File: config.mk
export PLATFORM = sky130hd
export DESIGN_NAME = irq_ctrl_n
export DESIGN_NICKNAME = d
export VERILOG_FILES = /design/src/rtl/irq_pkg.sv /design/src/rtl/irq_prio_enc.sv /design/src/rtl/irq_ctrl_n.sv
export SDC_FILE = /design/constraint.sdc
export NUM_CORES = 1
export LEC_CHECK = 0
export BUFFER_PORTS_ARGS = -buffer_cell sky130_fd_sc_hd__buf_2
export CAP_MARGIN = 5
export CORE_AREA = 8 8 85 80
export DETAILED_ROUTE_END_ITERATION = 12
export DIE_AREA = 0 0 93 88
export PLACE_DENSITY = 0.75
export SLEW_MARGIN = 0
export SYNTH_ARGS = -nofsm -noshare
export SYNTH_HDL_FRONTEND = slang
export SYNTH_SLANG_ARGS = --single-unit
File: constraint.sdc
create_clock -name clk -period 2.55 [get_ports clk]
set_input_delay 0.255 -clock clk [delete_from_list [all_inputs] [get_ports clk]]
set_output_delay 0.255 -clock clk [all_outputs]
set_load 0.01 [all_outputs]
File: src/rtl/irq_pkg.sv
// Shared types and constants for the irq_ctrl_n interrupt controller.
package irq_pkg;

    typedef enum logic {
        StIdle,
        StAck
    } state_e;

    localparam logic [1:0] AddrImr  = 2'd0;
    localparam logic [1:0] AddrMode = 2'd1;
    localparam logic [1:0] AddrEoi  = 2'd2;
    localparam logic [1:0] AddrStat = 2'd3;

    // Wide enough for any legal vector width; sliced to VEC_W at the point of use.
    localparam logic [31:0] SpuriousVecAll = 32'hFFFF_FFFF;

endpackage

File: src/rtl/irq_prio_enc.sv
// Lowest-index-wins priority encoder; idx is zero when nothing is set.
module irq_prio_enc #(
    parameter int unsigned W     = 8,
    parameter int unsigned IDX_W = 4
) (
    input  logic [W-1:0]     vec,
    output logic [IDX_W-1:0] idx,
    output logic             found
);

    always_comb begin
        idx   = '0;
        found = 1'b0;
        for (int i = W - 1; i >= 0; i--) begin
            if (vec[i]) begin
                idx   = IDX_W'(i);
                found = 1'b1;
            end
        end
    end

endmodule

File: src/rtl/irq_ctrl_n.sv
// Parametrised priority interrupt controller with edge/level lines, mask,
// nested in-service tracking and a vectored acknowledge handshake.
module irq_ctrl_n
    import irq_pkg::*;
#(
    parameter int unsigned      NUM_IRQ  = 8,
    parameter int unsigned      VEC_W    = 8,
    parameter logic [VEC_W-1:0] VEC_BASE = VEC_W'('h20),
    parameter bit               AUTO_EOI = 1'b0
) (
    input  logic               clk,
    input  logic               reset,
    input  logic [NUM_IRQ-1:0] ir,
    input  logic               cfg_we,
    input  logic [1:0]         cfg_addr,
    input  logic [NUM_IRQ-1:0] cfg_wdata,
    output logic [NUM_IRQ-1:0] cfg_rdata,
    output logic               intr_o,
    input  logic               inta_i,
    output logic [VEC_W-1:0]   vector_o,
    output logic               vector_valid
);

    localparam int unsigned IdxW = $clog2(NUM_IRQ + 1);

    state_e state_q, state_d;

    logic [NUM_IRQ-1:0] imr_q, imr_d, mode_q, mode_d, irr_q, irr_d, isr_q, isr_d;
    logic [NUM_IRQ-1:0] ir_q, rdata_q, rdata_d, ack_mask;
    logic               inta_q, intr_q, intr_d, lat_valid_q, lat_valid_d;
    logic [IdxW-1:0]    lat_idx_q, lat_idx_d, hp_idx, hs_raw, hs_idx;
    logic [VEC_W-1:0]   vector_q, vector_d;
    logic               hp_found, hs_found, eligible, inta_rise;

    irq_prio_enc #(.W(NUM_IRQ), .IDX_W(IdxW)) u_hp_enc (
        .vec   (irr_q & ~imr_q),
        .idx   (hp_idx),
        .found (hp_found)
    );

    irq_prio_enc #(.W(NUM_IRQ), .IDX_W(IdxW)) u_hs_enc (
        .vec   (isr_q),
        .idx   (hs_raw),
        .found (hs_found)
    );

    assign hs_idx    = hs_found ? hs_raw : IdxW'(NUM_IRQ);
    assign eligible  = hp_found && (hp_idx < hs_idx);
    assign inta_rise = inta_i & ~inta_q;

    // FSM: state register
    always_ff @(posedge clk) begin
        if (reset) begin
            state_q <= StIdle;
        end else begin
            state_q <= state_d;
        end
    end

    // FSM: next state
    always_comb begin
        state_d = state_q;
        unique case (state_q)
            StIdle:  if (inta_rise) state_d = StAck;
            StAck:   state_d = StIdle;
            default: state_d = StIdle;
        endcase
    end

    // FSM: outputs
    always_comb begin
        intr_o       = intr_q && (state_q == StIdle);
        vector_valid = (state_q == StAck);
        vector_o     = vector_q;
        cfg_rdata    = rdata_q;
    end

    always_comb begin
        lat_valid_d = lat_valid_q;
        lat_idx_d   = lat_idx_q;
        vector_d    = vector_q;
        if (state_q == StIdle && inta_rise) begin
            lat_valid_d = eligible;
            lat_idx_d   = hp_idx;
            vector_d    = eligible ? VEC_BASE + VEC_W'(hp_idx) : SpuriousVecAll[VEC_W-1:0];
        end

        ack_mask = '0;
        if (state_q == StAck && lat_valid_q) begin
            ack_mask = NUM_IRQ'(1) << lat_idx_q;
        end

        // A fresh edge on the line being acknowledged keeps its request alive.
        irr_d = (mode_q & ((irr_q & ~ack_mask) | (ir & ~ir_q))) | (~mode_q & ir);

        isr_d = isr_q;
        if (cfg_we && cfg_addr == AddrEoi) isr_d = isr_d & ~cfg_wdata;
        if (!AUTO_EOI) isr_d = isr_d | ack_mask;

        imr_d  = (cfg_we && cfg_addr == AddrImr) ? cfg_wdata : imr_q;
        mode_d = (cfg_we && cfg_addr == AddrMode) ? cfg_wdata : mode_q;

        unique case (cfg_addr)
            AddrImr:  rdata_d = imr_q;
            AddrMode: rdata_d = mode_q;
            AddrEoi:  rdata_d = isr_q;
            AddrStat: rdata_d = irr_q;
            default:  rdata_d = '0;
        endcase

        // Held low through the cycle after ACK so the just-serviced line cannot re-request.
        intr_d = eligible && (state_q == StIdle);
    end

    always_ff @(posedge clk) begin
        if (reset) begin
            imr_q       <= '1;
            mode_q      <= '0;
            irr_q       <= '0;
            isr_q       <= '0;
            ir_q        <= '0;
            inta_q      <= 1'b0;
            intr_q      <= 1'b0;
            lat_valid_q <= 1'b0;
            lat_idx_q   <= '0;
            vector_q    <= '0;
            rdata_q     <= '0;
        end else begin
            imr_q       <= imr_d;
            mode_q      <= mode_d;
            irr_q       <= irr_d;
            isr_q       <= isr_d;
            ir_q        <= ir;
            inta_q      <= inta_i;
            intr_q      <= intr_d;
            lat_valid_q <= lat_valid_d;
            lat_idx_q   <= lat_idx_d;
            vector_q    <= vector_d;
            rdata_q     <= rdata_d;
        end
    end

endmodule

==> flow_metrics.env <==
export IMPL_post_cts_setup_buffers=0
export IMPL_routedWlPerCell_um=14.6
export IMPL_numPortBuffers=39
export IMPL_gp_congestion=0.926
export IMPL_placed_area_um2=2870
export IMPL_grt_start_max_net_pins=32
export IMPL_max_cap_viol_count=0
export IMPL_arrival_ns=2.62
export IMPL_synth_top_cell_by_area="dfxtp_1"
export IMPL_num_nets_final=341
export IMPL_status="completed"
export IMPL_clock_sinks=60
export IMPL_synth_edf_count=0
export IMPL_synthesis_area_um2=2590
export IMPL_rsz0062_at_grt="false"
export IMPL_relSlewSlack_pct=57.9
export IMPL_dieWidth_um=93
export IMPL_ys_ff_latch=60
export IMPL_syn_nets=300
export IMPL_hold_viol=0
export IMPL_worstRegToRegCells=9
export IMPL_fin_crit_ns=2.36
export IMPL_reg2reg_from="isr_q[7]"
export IMPL_first_global_vias=1945
export IMPL_power_density_nw_per_um2=684
export IMPL_crit_type="reg2reg"
export IMPL_firstDrtPassIters=5
export IMPL_grt_usage_pct=15.0
export IMPL_ir_worst_vdd_mv=0.424
export IMPL_cp_data_required_time_ns=2.81
export IMPL_ys_warnings_count=0
export IMPL_clockRootBuffer="clkbuf_8"
export IMPL_finalSetupViolCount=0
export IMPL_synth_cell_type_count=39
export IMPL_drive_gt1_share_pct=22.5
export IMPL_finalClockSkew_ns=0.00597
export IMPL_tightest_slew_ns=0.630
export IMPL_ctsHoldBuffers=0
export IMPL_pin_count=40
export IMPL_async_flop_share_pct=0
export IMPL_critPathMaxFanout=5
export IMPL_numCtsBuffers=9
export IMPL_cts_tree="done"
export IMPL_via_count=2056
export IMPL_via_per_inst=5.27
export IMPL_critPathLaunchType="flip-flop"
export IMPL_cts_htree_levels=3
export IMPL_row_count=26
export IMPL_insertion_delay_ns=0.33
export IMPL_overflow=0
export IMPL_synth_ff_type="dfxtp_1"
export IMPL_final_antenna_net_count=0
export IMPL_die_h_um=88
export IMPL_yosysSeqAreaShare_pct=46.3
export IMPL_holdPathStages=2
export IMPL_setup_tns_ns=0
export IMPL_design_core_area_um2=5400
export IMPL_hp_start="cfg_wdata[0]"
export IMPL_cts_reportedPaths_clkPinSlew_ns=0.06
export IMPL_post_synth_cell_area_avg_um2=9.40
export IMPL_dp_hpwl_mm=4.14
export IMPL_dieArea_um2=8180
export IMPL_holdWs_ns=0.157
export IMPL_grt_pass1_wl_mm=9.60
export IMPL_drc=0
export IMPL_post_route_period_util_pct=92.4
export IMPL_wl_mm=5.68
export IMPL_fin_area_um2=3080
export IMPL_drv_slew=0
export IMPL_grt_antenna_before_repair=0
export IMPL_hp_class="in2reg"
export IMPL_end_kind="flip-flop"
export IMPL_synth_area_leaders="dfxtp_1 46%, nor2b_1 8.0%, nand2_1 5.4%"
export IMPL_clock_path_buffers=2
export IMPL_post_cts_resized=0
export IMPL_fin_total_pwr_uw=2110
export IMPL_initial_core_util_pct=48.1
export IMPL_n_antenna_cell=0
export IMPL_cp_startpoint="isr_q[7]"
export IMPL_fmax_mhz=425
export IMPL_netlist_instances=276
export IMPL_dr_first_iter_drc_count=120
export IMPL_p_leak_uw=0.00128
export IMPL_syn2layout_area_growth_pct=18.9
export IMPL_synth_top_cell_area_share_pct=46.3
==> layer usage <==
layer | global-route usage, % | vias up | part of all wire [%]
li1 | - | 1035 | -
met1 | 18.1 | 969 | 46
met2 | 22.8 | 44 | 47
met3 | 6.86 | 8 | 5.7
met4 | 5.99 | 0 | 1.4
met5 | 0 | - | 0
==> where the power goes <==
part / switching [uW] / internal [uW] / leakage (uW)
registers: 28.2 / 985 / 0.000493
logic: 107 / 105 / 0.000678
clock network: 337 / 547 / 0.000108
==> final timing paths <==
kind,end,slack [ns]
setup / recovery,intr_q,0.19
setup reg to reg,intr_q,0.19
hold reg to reg,vector_o[5],0.45
hold / removal,imr_q[0],0.16
==> cell usage after synthesis (all sizes together) (2+ instances only) <==
| library cell | number |
|---|---|
| buf | 5 |
| nand2b | 8 |
| o211ai | 2 |
| nor3b | 5 |
| ha | 2 |
| a211oi | 4 |
| mux2i | 8 |
| nand2 | 37 |
| o31ai | 9 |
| nor2 | 36 |
| clkbuf | 10 |
| mux4 | 8 |
| inv | 2 |
| or2b | 2 |
| nand3b | 2 |
| nor3 | 4 |
| nand3 | 3 |
| o21ai | 2 |
| or4 | 3 |
| a311oi | 2 |
| a21oi | 12 |
| dfxtp | 60 |
| nor2b | 33 |
| a211o | 8 |
==> flip-flops by register name (all words and copies together), names as in the netlist <==
name,cells
cfg_rdata,8
imr_q,8
ir_q,8
irr_q,8
isr_q,8
mode_q,8
vector_o,5
lat_idx_q,3
inta_q,1
intr_q,1
lat_valid_q,1
vector_valid,1
==> placed cells by master, fill, tap and decap left out, types with 3 or more instances in the layout <==
master,count
clkbuf_8,13
buf_4,5
a21oi_1,11
a211o_1,8
nor2_1,36
o31ai_1,9
dfxtp_1,60
mux4_2,6
a211oi_1,3
or4_1,3
nand3_1,3
mux2i_1,8
nor3b_1,3
buf_2,39
nand2b_1,8
nor3_1,4
nor2b_1,33
nand2_1,37
==> logic make-up after synthesis <==
| kind of cell | Yosys count | synth area share (%) |
|---|---|---|
| simple gates | 137 | 26.9 |
| mux | 16 | 10.3 |
| fa+ha+maj | 2 | 0.964 |
| flops | 60 | 46.3 |
| buf+inv | 17 | 2.94 |
| compound gates | 44 | 12.6 |
==> final cells by class <==
class	instances	area, um^2
inverters	2	7.51
multi-input cells	199	1330
well taps	70	87.6
repair buffers	45	253
clock inverters	1	30.0
clock buffers	13	179
fillers	517	2320
flip-flops and latches	60	1200
==> worst max-delay path: stages (launching register included) <==
cell,delay (ns)
dfxtp_1,0.41
nor2_1,0.07
nor3_1,0.24
o31ai_1,0.12
ha_1,0.21
or4_1,0.54
a21oi_2,0.17
nor3b_2,0.08
a211oi_4,0.25
nor3b_2,0.21
==> per-stage QoR <==
| stage | util, % | worst slack [ns] | cells |
|---|---|---|---|
| 2_1_floorplan | - | 0.281 | 276 |
| 5_1_grt | 57.1 | 0.0642 | 390 |
| 3_5_place_dp | 53.1 | 0.139 | 376 |
| 4_1_cts | 57.0 | 0.112 | 390 |
| 3_3_place_gp | 53.1 | 0.190 | 376 |
| 6_report | 57.1 | 0.194 | 390 |
(Power assumes the default switching activity.)
